$ cat src/rtl/pwm_decoder.sv
// pwm_decoder: measures high-tick count and period of a tick-sampled PWM input.
// Define PWM_DECODER_GLITCH_FILTER_EN to add a 3-sample agreement filter on the input.
`timescale 1ns/1ps
module pwm_decoder (
    input  logic       clk_in,
    input  logic       rst_in,
    input  logic       pwm_in,
    input  logic       tick_in,
    input  logic       enable,
    output logic [7:0] level_out,
    output logic [9:0] period_out,
    output logic       valid_out,
    output logic       stuck_out
);

    typedef enum logic [1:0] {
        ST_IDLE    = 2'd0,
        ST_MEASURE = 2'd1,
        ST_STUCK   = 2'd2
    } state_t;

    // One tick short of the 512-tick rise timeout.
    localparam logic [9:0] CNT_LAST = 10'd511;

    function automatic logic [7:0] sat_level(input logic [9:0] cnt);
        return (cnt > 10'd255) ? 8'hFF : cnt[7:0];
    endfunction

    function automatic logic [9:0] sat_inc(input logic [9:0] cnt, input logic inc);
        return (inc && (cnt != 10'h3FF)) ? cnt + 10'd1 : cnt;
    endfunction

    state_t     state_q, state_d;
    logic       sync1_q, sync1_d;
    logic       sync2_q, sync2_d;
    logic       last_q, last_d;
    logic [9:0] period_cnt_q, period_cnt_d;
    logic [9:0] high_cnt_q, high_cnt_d;
    logic [7:0] level_q, level_d;
    logic [9:0] period_q, period_d;
    logic       valid_q, valid_d;
    logic       stuck_q, stuck_d;
    logic       cur;
    logic       rise;

    always_comb begin
        sync1_d = pwm_in;
        sync2_d = sync1_q;
    end

`ifdef PWM_DECODER_GLITCH_FILTER_EN
    logic [1:0] hist_q, hist_d;
    logic       filt_q, filt_d;

    // cur follows the synchronized input only once three tick samples agree.
    always_comb begin
        hist_d = hist_q;
        filt_d = filt_q;
        cur    = filt_q;
        if (tick_in) begin
            cur    = ((sync2_q == hist_q[0]) && (sync2_q == hist_q[1])) ? sync2_q : filt_q;
            hist_d = {hist_q[0], sync2_q};
            filt_d = cur;
        end
        if (!enable) begin
            hist_d = 2'b00;
            filt_d = 1'b0;
        end
    end

    always_ff @(posedge clk_in or posedge rst_in) begin
        if (rst_in) begin
            hist_q <= 2'b00;
            filt_q <= 1'b0;
        end else begin
            hist_q <= hist_d;
            filt_q <= filt_d;
        end
    end
`else
    always_comb begin
        cur = sync2_q;
    end
`endif

    assign rise = cur & ~last_q;

    always_comb begin
        state_d      = state_q;
        last_d       = last_q;
        period_cnt_d = period_cnt_q;
        high_cnt_d   = high_cnt_q;
        level_d      = level_q;
        period_d     = period_q;
        stuck_d      = stuck_q;
        valid_d      = 1'b0;

        if (!enable) begin
            state_d      = ST_IDLE;
            last_d       = 1'b0;
            period_cnt_d = 10'd0;
            high_cnt_d   = 10'd0;
        end else if (tick_in) begin
            last_d = cur;
            case (state_q)
                ST_IDLE, ST_MEASURE: begin
                    if (rise) begin
                        // The first rise after IDLE only anchors the period.
                        if (state_q == ST_MEASURE) begin
                            level_d  = sat_level(high_cnt_q);
                            period_d = period_cnt_q;
                            stuck_d  = 1'b0;
                            valid_d  = 1'b1;
                        end
                        state_d      = ST_MEASURE;
                        period_cnt_d = 10'd1;
                        high_cnt_d   = 10'd1;
                    end else if (period_cnt_q == CNT_LAST) begin
                        state_d  = ST_STUCK;
                        level_d  = cur ? 8'hFF : 8'h00;
                        period_d = 10'd0;
                        stuck_d  = 1'b1;
                        valid_d  = 1'b1;
                    end else begin
                        period_cnt_d = period_cnt_q + 10'd1;
                        if (state_q == ST_MEASURE) begin
                            high_cnt_d = sat_inc(high_cnt_q, cur);
                        end
                    end
                end
                ST_STUCK: begin
                    // stuck_out stays set until a full period is published.
                    if (rise) begin
                        state_d      = ST_MEASURE;
                        period_cnt_d = 10'd1;
                        high_cnt_d   = 10'd1;
                    end
                end
                default: begin
                    state_d = ST_IDLE;
                end
            endcase
        end
    end

    always_ff @(posedge clk_in or posedge rst_in) begin
        if (rst_in) begin
            state_q      <= ST_IDLE;
            sync1_q      <= 1'b0;
            sync2_q      <= 1'b0;
            last_q       <= 1'b0;
            period_cnt_q <= 10'd0;
            high_cnt_q   <= 10'd0;
            level_q      <= 8'd0;
            period_q     <= 10'd0;
            valid_q      <= 1'b0;
            stuck_q      <= 1'b0;
        end else begin
            state_q      <= state_d;
            sync1_q      <= sync1_d;
            sync2_q      <= sync2_d;
            last_q       <= last_d;
            period_cnt_q <= period_cnt_d;
            high_cnt_q   <= high_cnt_d;
            level_q      <= level_d;
            period_q     <= period_d;
            valid_q      <= valid_d;
            stuck_q      <= stuck_d;
        end
    end

    assign level_out  = level_q;
    assign period_out = period_q;
    assign valid_out  = valid_q;
    assign stuck_out  = stuck_q;

endmodule

$ cat config.mk
export PLATFORM = sky130hd
export DESIGN_NAME = pwm_decoder
export DESIGN_NICKNAME = d
export VERILOG_FILES = /design/src/rtl/pwm_decoder.sv
export SDC_FILE = /design/constraint.sdc
export NUM_CORES = 1
export LEC_CHECK = 0
export BUFFER_PORTS_ARGS = -buffer_cell sky130_fd_sc_hd__buf_4
export CORE_MARGIN = 5
export CORE_UTILIZATION = 25
export DETAILED_ROUTE_END_ITERATION = 10
export MAX_ROUTING_LAYER = met4
export PLACE_DENSITY_LB_ADDON = 0.1
export SLEW_MARGIN = 5
export SYNTH_ARGS = -nofsm -noshare
export SYNTH_HDL_FRONTEND = slang
export SYNTH_SLANG_ARGS = --single-unit
$ cat constraint.sdc
create_clock -name clk_in -period 2.5 [get_ports clk_in]
set_clock_uncertainty 0.15 [all_clocks]
set_input_delay 0.125 -clock clk_in [delete_from_list [all_inputs] [get_ports clk_in]]
set_output_delay 0.125 -clock clk_in [all_outputs]
set_load 0.005 [all_outputs]
==> metrics.md, run 1 <==
| Metric | Value |
|---|---|
| Most common cell after layout, fill and taps aside | dfrtp_1 |
| Core area | 8640 um^2 |
| Final Util | 30.4% |
| CP Class | flip-flop to flip-flop |
| Pwr Density | 537 nW/um^2 |
| PortBufs | 24 |
| Max stage delay on crit path | about 0.46 ns |
| Fin Setup TNS | 0 ns |
| Syn Nets | 220 |
| CTS root buf | clkbuf_8 |
| Largest net degree at the start of global routing | 32 |
| Ant diodes | 0 |
| Share of layout cells above drive strength 1 | between 20% and 30% |
| Fmax | roughly 0.44 GHz |
| Min-Delay Path Class | primary input to flip-flop |
| Library cells used by synthesis | 43 |
| Mapped cell area | 2190 um^2 |
| VDD IR max | around 190 uV |
| CP max-delay cell | dfrtp_1 |
| Crit. End Element | flip-flop |
| Sink Count | 45 |
| Vias | 1755 |
| Seq cells post-synth | 45 |
| Syn_area_per_cell | 10.3 um^2 |
| Setup WS pre-CTS | 0.201 ns |
| Final Total Pwr | roughly 1400 uW |
| Period minus WS final | between 2 and 2.5 ns |
| First-pass GRT wire length | 9530 um |
| Hold depth | 3 |
| Most frequent cells in the layout | dfrtp_1 (45), buf_4 (32), nor2_1 (16), o31ai_1 (16), o21ai_0 (16) |
| Final setup fails | 0 |
| Starting Density | around a quarter |
| Antenna Nets Post-Route | 0 |
| Layout Nets | 251 |
| Rows | 34 |
| Total of max-cap violations | 0 |
| WHS | 0.0283 ns |
| Worst endpoint data arrival time | about 2.4 ns |
| Crit start category | flip-flop |
| CTS Buf Count | 5 |
| Max Transition Viols Final | 0 |
| Crit-path cells | ha_1 > and3_1 > a41oi_2 > nand4_1 > nor3_1 > a211o_1 |
| CTS tree | built |
| Placer Congestion | ~0.77 |
| Final period utilization | around nine tenths |
| Worst Setup Slack, final | between 0.2 and 0.25 ns |
| Final wirelength | approximately 5600 um |
| Via density | between 4 and 5 |
| Die ar. | approximately 11000 um^2 |
| Detailed Place HPWL | 3930 um |
| Final hold viol count | 0 |
| Reg2Reg Depth | 6 |
| Pleak | roughly 0.0012 uW |
| Status | complete, no violations |
| Depth of the CTS H-tree | 2 |
| Initial DRC count | 68 |
| Synth Instances | 213 |
| DRC | 0 |
| Clk slew on worst S/H paths | approximately 0.090 ns |
| Area Growth Syn to Fin | 20.0% |
| Worst Max-Slew Pin Slew | 0.696 ns |
| Antenna violations before repair | 0 |
| WL/cell | between 15 and 20 um |
| Yosys warns | 0 |
| Die Span Y | 104 um |
| Crit Path Max Fanout | 7 |
| WP data required | roughly 2.6 ns |
| Skew-Pair Late Insertion Delay | ~0.30 ns |
| Die span in x | a little over 100 um |
| Seq/Total Area, Yosys | between 50% and 60% |
| Vias in the first global route | ~1700 |
| GRT Overall Usage | a little over a tenth |
| Grt total ovfl | 0 |
| I/O Pins | 25 |
| CTS max path bufs | 2 |
| Detailed-router iteration count before antenna repair | 4 |
| Unrepaired setup endpoints after global routing | no |
| Slew HR | ~54% |
synth_stat cells (all sizes together):
cell / number / area (um^2)
a22oi: 1 / 7.51
or3: 2 / 17.5
o21ai: 17 / 88.8
and4b: 1 / 10.0
dfrtp: 45 / 1130
a211o: 1 / 8.76
a31oi: 5 / 31.3
a311oi: 1 / 8.76
and4: 4 / 35.0
clkbuf: 2 / 7.51
or2: 1 / 6.26
nand2: 14 / 57.6
mux2i: 1 / 10.0
o41ai: 1 / 8.76
nor3: 2 / 10.0
nand3: 7 / 35.0
and2: 1 / 6.26
nor2b: 5 / 31.3
nor2: 17 / 66.3
and3: 6 / 37.5
mux2: 1 / 15.0
nand4: 3 / 18.8
a32o: 8 / 80.1
a41oi: 1 / 16.3
nand4b: 1 / 8.76
ha: 2 / 25.0
a22o: 10 / 87.6
o22a: 2 / 17.5
inv: 9 / 33.8
o311ai: 1 / 8.76
buf: 9 / 52.6
a211oi: 1 / 7.51
nand2b: 10 / 62.6
o31ai: 16 / 120
a21oi: 5 / 25.0
layer usage:
layer	vias to the layer above	wire, um	track usage [%]
met5	-	0	-
met4	0	50	2.81
met3	2	184	2.49
met2	26	2470	15.7
met1	865	2900	15.5
li1	862	-	-
critical path, delay by kind of cell (launching register included):
family,cells,cell delay (ns)
compound gates,2,0.42
simple gates,3,0.93
fa+ha+maj,1,0.26
flops,1,0.46
registers in the layout, indices dropped and copies added (netlist names):
register and count:
period_out 10, high_cnt_q 10, sync1_q 1, valid_out 1
cur 1, period_cnt_q 10, last_q 1, stuck_out 1
level_out 8, state_q 2
final timing paths:
| path | start | slack, ns | end |
|---|---|---|---|
| setup / recovery | high_cnt_q[0] | 0.22 | high_cnt_q[5] |
| hold / removal | enable | 0.03 | last_q |
| setup reg to reg | high_cnt_q[0] | 0.22 | high_cnt_q[5] |
| hold reg to reg | sync1_q | 0.22 | cur |
| max in group asynchronous | rst_in | 1.26 | high_cnt_q[5] |
| min in group asynchronous | rst_in | 0.33 | period_out[7] |
power by group:
part           switching [uW]  internal, uW  total (uW)
clock                     268           198         466
sequential               26.0           755         781
combinational            89.9          75.8         166
kinds of logic after synthesis:
group	Yosys count	share of synthesized area [%]
AO/OA/AOI/OAI	70	23.6
adder cells (fa/ha/maj)	2	1.14
buffers and inverters	20	4.29
flip-flops	45	51.4
multiplexers	2	1.14
AND/OR/NAND/NOR	74	18.4
stage by stage:
| step | area, um^2 | instances |
|---|---|---|
| final | 2630 | 353 |
| after global routing | 2630 | 353 |
| after CTS | 2620 | 353 |
| after detailed placement | 2500 | 342 |
| after global placement | 2500 | 342 |
| after floorplan | 2190 | 213 |
area by class of cell:
| type | count | area [um^2] |
|---|---|---|
| Sequential cell | 45 | 1130 |
| Clock buffer | 6 | 72.6 |
| Clock inverter | 2 | 15.0 |
| Inverter | 9 | 33.8 |
| Timing Repair Buffer | 35 | 270 |
| Fill cell | 923 | 6010 |
| Tap cell | 108 | 135 |
| Multi-Input combinational cell | 148 | 975 |
repair_timing:
| action | CTS | global route |
|---|---|---|
| setup buffers | 0 | 0 |
| hold buffers | 3 | 0 |
| resized for setup | 0 | 1 |
| endpoints found under the hold margin | 31 | 0 |
| setup endpoints to repair | 0 | 1 |
Note: power is estimated with default switching activity, not from simulation.
==> run 2, diff against run 1 <==
--- a/config.mk
+++ b/config.mk
@@ -7,7 +7,7 @@
 export LEC_CHECK = 0
 export BUFFER_PORTS_ARGS = -buffer_cell sky130_fd_sc_hd__buf_4
 export CORE_MARGIN = 5
-export CORE_UTILIZATION = 25
+export CORE_UTILIZATION = 40
 export DETAILED_ROUTE_END_ITERATION = 10
 export MAX_ROUTING_LAYER = met4
 export PLACE_DENSITY_LB_ADDON = 0.1
==> constraint.sdc (replaced) <==
create_clock -name clk_in -period 2.3 [get_ports clk_in]
set_clock_uncertainty 0.15 [all_clocks]
set_input_delay 0.115 -clock clk_in [delete_from_list [all_inputs] [get_ports clk_in]]
set_output_delay 0.115 -clock clk_in [all_outputs]
set_load 0.005 [all_outputs]
==> metrics.md, run 2 (synthesized netlist as in run 1, its figures left out) <==
| Metric | Value |
|---|---|
| Status | complete, no violations |
| Placed Cells | 309 (-9.6%) |
| CP Class | flip-flop to flip-flop |
| Final wirelength | 5070 um (-9.5%) |
| Most common cell after layout, fill and taps aside | dfrtp_1 |
| Die span in x | 84.0 um (-19%) |
| Clk slew on worst S/H paths | 0.08 ns (about the same) |
| WP data required | 2.33 ns (-0.26 ns) |
| Starting Density | 40.5% (+15 points) |
| Setup WS pre-CTS | 0.123 ns (-0.0777 ns) |
| Placer Congestion | 0.828 (+7.9%) |
| Pwr Density | 574 nW/um^2 (+6.8%) |
| Skew-Pair Late Insertion Delay | 0.30 ns (about the same) |
| Crit. End Element | flip-flop |
| GR Layer Usage met2 | 24.3% (+8.6 points) |
| Rows | 27 (-21%) |
| Design area | 2620 um^2 (-0.33%) |
| Vias in the first global route | 1687 (-3.3%) |
| Area after DPL | 2490 um^2 (-0.40%) |
| I/O Pins | 25 (unchanged) |
| CP max-delay cell | dfrtp_1 |
| Share of layout cells above drive strength 1 | 22.1% (+2.1 points) |
| Layout Nets | 255 (+1.6%) |
| Slew HR | 71.3% (+18 points) |
| WL/cell | 15.8 um (-0.50%) |
| Worst Setup Slack, final | 0.126 ns (-0.0915 ns) |
| Max stage delay on crit path | 0.43 ns (-0.03 ns) |
| Fin cells | 321 (-9.1%) |
| Final hold viol count | 0 (unchanged) |
| Pleak | 0.00126 uW (+2.5%) |
| Sink Count | 45 (unchanged) |
| CTS tree | built |
| DRC | 0 (unchanged) |
| CTS root buf | clkbuf_8 |
| Antenna Nets Post-Route | 0 (unchanged) |
| Final setup fails | 0 (unchanged) |
| Via density | 5.52 (+11%) |
| Detailed-router iteration count before antenna repair | 4 (unchanged) |
| Largest net degree at the start of global routing | 46 (+44%) |
| CTS Buf Count | 5 (unchanged) |
| Crit start category | flip-flop |
| Grt peak-use layer | met2 |
| Antenna violations before repair | 0 (unchanged) |
| Initial DRC count | 118 (+74%) |
| Die Span Y | 84.0 um (-19%) |
| Worst endpoint data arrival time | 2.21 ns (-0.16 ns) |
| Fmax | 0.460 GHz (+5.0%) |
| GRT Overall Usage | 15.6% (+4.7 points) |
| VDD IR max | 207 uV (+11%) |
| Core area | 5410 um^2 (-37%) |
| PortBufs | 24 (unchanged) |
| Period minus WS final | 2.17 ns (-0.108 ns) |
| Met3 Resource Use GR | 3.75% (+1.3 points) |
| Die ar. | 7050 um^2 (-34%) |
| Grt met1 use | 20.5% (+5.0 points) |
| Crit Path Max Fanout | 7 (unchanged) |
| Final period utilization | 94.5% (+3.2 points) |
| Depth of the CTS H-tree | 2 (unchanged) |
| Crit-path cells | ha_1 > and3_1 > a41oi_2 > nor2_2 > or2_4 > mux2_4 |
| Total of max-cap violations | 0 (unchanged) |
| CTS max path bufs | 2 (unchanged) |
| Ant diodes | 0 (unchanged) |
| Area Growth Syn to Fin | 19.6% |
| Most frequent cells in the layout | dfrtp_1 (45), buf_4 (35), nor2_1 (16), o31ai_1 (16), o21ai_0 (16) |
| Grt total ovfl | 0 (unchanged) |
| Worst Max-Slew Pin Slew | 0.429 ns (-0.266 ns) |
| First-pass GRT wire length | 8590 um (-9.8%) |
| Min-Delay Path Class | primary input to flip-flop |
| Max Transition Viols Final | 0 (unchanged) |
| Vias | 1773 (+1.0%) |
| Detailed Place HPWL | 3580 um (-8.9%) |
-- run 2: cell types whose count changed in the layout (fill, tap and decap cells not counted) --
cell	change
buf_4	+3
or2_4	+1
nor2_4	-1
buf_12	+1
and3_1	-1
or2_1	-1
nor2_2	+1
clkinvlp_4	-2
clkinv_2	+2
and3_2	+1
-- run 2: layer usage --
| layer | vias to the layer above | routed length, um | share of wire (%) |
|---|---|---|---|
| met4 | 0 | 58 | 1.1 |
| li1 | 863 | - | - |
| met1 | 873 | 2420 | 48 |
| met5 | - | 0 | 0 |
| met2 | 31 | 2410 | 48 |
| met3 | 6 | 179 | 3.5 |
-- run 2: cell type report --
type | count | area, um^2
sequential | 45 | 1130
clock buffer | 6 | 72.6
multi-input combinational | 148 | 973
clock inverter | 2 | 10.0
tap | 72 | 90.1
timing repair buffer | 39 | 313
fill | 511 | 2790
inverter | 9 | 33.8
-- run 2: final timing paths --
kind,cells after the start,slack (ns),from,endpoint
max reg2reg,6,0.13,high_cnt_q[0],high_cnt_q[0]
min in group asynchronous,4,0.25,rst_in,valid_out
max,6,0.13,high_cnt_q[0],high_cnt_q[0]
min,3,0.03,enable,state_q[1]
max in group asynchronous,4,1.54,rst_in,period_out[0]
min reg2reg,0,0.20,sync1_q,cur
-- run 2: critical path: cells and delay by family, from the launching register on --
kind / cells / cell delay (ns)
multiplexers: 1 / 0.30
AND/OR/NAND/NOR: 3 / 0.78
adder cells (fa/ha/maj): 1 / 0.22
flip-flops: 1 / 0.43
AO/OA/AOI/OAI: 1 / 0.19
-- run 2: per-stage QoR --
step / hold slack, ns / TNS (ns) / util (%) / total power [uW]
finish: 0.0264 / 0 / 48.4 / 1500
floorplan: -0.00357 / 0 / - / 967
global route: 0.0447 / -0.00236 / 48.4 / 1590
global placement: 0.0311 / 0 / 46.2 / 1040
CTS: 0.0224 / 0 / 48.2 / 1530
detailed placement: 0.0266 / 0 / 46.2 / 1040
-- run 2: report_power, final --
part / internal (uW) / leakage, uW / switching (uW)
clock: 211 / 0.0000450 / 265
sequential: 820 / 0.000616 / 25.4
combinational: 87.2 / 0.000603 / 93.6
total: 1120 / 0.00126 / 384
-- run 2: repair_timing --
item	in CTS	in global routing
setup buffers	0	1
hold buffers	3	0
endpoints found under the hold margin	48	0
resized for setup	0	2
endpoints found under the setup margin	0	3
==> run 3, diff against run 2 <==
--- a/config.mk
+++ b/config.mk
@@ -11,6 +11,7 @@
 export DETAILED_ROUTE_END_ITERATION = 10
 export MAX_ROUTING_LAYER = met4
 export PLACE_DENSITY_LB_ADDON = 0.1
+export REMOVE_ABC_BUFFERS = 1
 export SLEW_MARGIN = 5
 export SYNTH_ARGS = -nofsm -noshare
 export SYNTH_HDL_FRONTEND = slang
==> metrics.md, run 3 (synthesized netlist as in run 1, its figures left out) <==
| Metric | Value |
|---|---|
| Status | complete, no violations |
| Clk slew on worst S/H paths | 0.09 ns (about the same) |
| Detailed-router iteration count before antenna repair | 4 (unchanged) |
| WL/cell | 15.5 um (-1.6%) |
| Worst hold endpoint | last_q |
| Antenna Nets Post-Route | 0 (unchanged) |
| First-pass GRT wire length | 8470 um (-1.4%) |
| Antenna violations before repair | 0 (unchanged) |
| Period minus WS final | 2.17 ns (-0.00540 ns) |
| Via density | 5.47 (-1.0%) |
| Layout Nets | 255 (unchanged) |
| Detailed Place HPWL | 3330 um (-6.9%) |
| WP data required | 2.34 ns (about the same) |
| Min-Delay Path Class | primary input to flip-flop |
| Grt total ovfl | 0 (unchanged) |
| Final setup fails | 0 (unchanged) |
| Pwr Density | 651 nW/um^2 (+14%) |
| Initial DRC count | 181 (+53%) |
| Most common cell after layout, fill and taps aside | dfrtp_1 |
| CTS tree | built |
| Final hold viol count | 0 (unchanged) |
| Final Util | 49.3% (+0.88 points) |
| Sink Count | 45 (unchanged) |
| Final period utilization | 94.3% (-0.23 points) |
| Crit start category | flip-flop |
| Area Growth Syn to Fin | 21.8% |
| Largest net degree at the start of global routing | 46 (unchanged) |
| Final wirelength | 4980 um (-1.6%) |
| Crit Path Max Fanout | 7 (unchanged) |
| Hold depth | 3 (unchanged) |
| CTS max path bufs | 2 (unchanged) |
| R2R Setup Slk | 0.13 ns (about the same) |
| R2r endpoint | high_cnt_q[0] |
| Fin Setup TNS | 0 ns (unchanged) |
| Worst endpoint data arrival time | 2.20 ns (about the same) |
| PortBufs | 24 (unchanged) |
| DRC | 0 (unchanged) |
| Core area | 5410 um^2 (unchanged) |
| Placer Congestion | 0.825 (-0.33%) |
| Buf+Inv Stages, Crit Path | 0 (unchanged) |
| Total of max-cap violations | 0 (unchanged) |
| I/O Pins | 25 (unchanged) |
| Grt peak-use layer | met1 |
| Crit. End Element | flip-flop |
| Depth of the CTS H-tree | 2 (unchanged) |
| Fmax | 0.461 GHz (+0.25%) |
| Most frequent cells in the layout | dfrtp_1 (45), buf_4 (36), nor2_1 (16), o31ai_1 (16), o21ai_0 (16) |
| Reg2Reg Depth | 6 (unchanged) |
| Crit Reg-Reg Startpoint | high_cnt_q[0] |
| VDD IR max | 252 uV (+22%) |
| Max Transition Viols Final | 0 (unchanged) |
| Vias | 1755 (-1.0%) |
| Met3 Resource Use GR | 3.55% (-0.20 points) |
| Hold Startpoint | enable |
| Rows | 27 (unchanged) |
| CTS Buf Count | 5 (unchanged) |
| Crit-path cells | ha_1 > and3_2 > a41oi_2 > nor2_4 > or2_4 > mux2_4 |
| Pleak | 0.00128 uW (+1.4%) |
| Ant diodes | 0 (unchanged) |
| CP Class | flip-flop to flip-flop |
| Skew-Pair Late Insertion Delay | 0.30 ns (about the same) |
| Worst Max-Slew Pin Slew | 0.609 ns (+0.180 ns) |
| CP max-delay cell | dfrtp_1 |
| Die Span Y | 84.0 um (unchanged) |
| Vias in the first global route | 1710 (+1.4%) |
| Slew HR | 59.4% (-12 points) |
| Max stage delay on crit path | 0.44 ns (about the same) |
| CTS root buf | clkbuf_8 |
| Die ar. | 7050 um^2 (unchanged) |
| CP top delay family | simple AND/OR/NAND/NOR gates |
| GRT Overall Usage | 15.0% (-0.57 points) |
| Share of layout cells above drive strength 1 | 22.5% (+0.40 points) |
| Die span in x | 84.0 um (unchanged) |
| GR Layer Usage met2 | 21.2% (-3.1 points) |
| Grt met1 use | 21.5% (+1.0 points) |
| Starting Density | 40.5% (unchanged) |
[run 3: changes by cell type in the layout (fill, tap and decap cells not counted), sizes merged]
| cell | before | now |
|---|---|---|
| bufinv | 0 | 2 |
| clkbuf | 6 | 5 |
| clkinv | 2 | 0 |
| inv | 9 | 10 |
[run 3: area by class of cell]
type	instances	area, um^2
Multi-Input combinational cell	148	978
Fill cell	522	2740
Tap cell	72	90.1
Inverter	9	33.8
Timing Repair Buffer	39	300
Sequential cell	45	1130
Clock inverter	3	68.8
Clock buffer	5	68.8
[run 3: power breakdown]
| part | internal (uW) | total [uW] | switching (uW) |
|---|---|---|---|
| Clock | 437 | 713 | 276 |
| Sequential | 820 | 846 | 25.5 |
| Combinational | 82.8 | 178 | 94.9 |
| Total | 1340 | 1740 | 396 |
[run 3: per-layer routing]
layer / routed length (um) / part of all wire [%]
met4: 49 / 0.98
met1: 2570 / 52
met3: 233 / 4.7
met2: 2130 / 43
met5: 0 / 0
[run 3: worst max path at each step]
stage / depth (start not counted) / end / from / slack, ns
final: 6 / high_cnt_q[0] / high_cnt_q[0] / 0.13
after global routing: 8 / high_cnt_q[3] / period_cnt_q[0] / -0.03
after CTS: 6 / high_cnt_q[0] / high_cnt_q[0] / 0.08
after detailed placement: 6 / high_cnt_q[0] / high_cnt_q[0] / 0.1
after global placement: 6 / high_cnt_q[0] / high_cnt_q[0] / 0.12
after floorplan: 6 / high_cnt_q[0] / period_cnt_q[0] / 0.08
[run 3: tightest hold or removal path: cells and delay by family]
kind | cells | cell delay, ns
buffers and inverters | 2 | 0.20
AND/OR/NAND/NOR | 1 | 0.11
[run 3: what timing repair did]
item,CTS,global route
hold buffers,3,0
setup buffers,0,4
hold endpoints to repair,48,0
gates resized for setup,0,3
endpoints found under the setup margin,0,10
[run 3: per-stage QoR]
step / instances / worst slack (ns) / hold WS [ns] / total power (uW) / instance area, um^2
after floorplan: 202 / 0.0838 / -0.00357 / 958 / 2130
after global placement: 306 / 0.119 / 0.0747 / 1030 / 2460
after detailed placement: 306 / 0.0965 / 0.0761 / 1030 / 2460
after CTS: 317 / 0.0786 / 0.0137 / 1760 / 2630
after global routing: 321 / -0.0294 / 0.0346 / 1820 / 2670
final: 321 / 0.132 / 0.0230 / 1740 / 2670
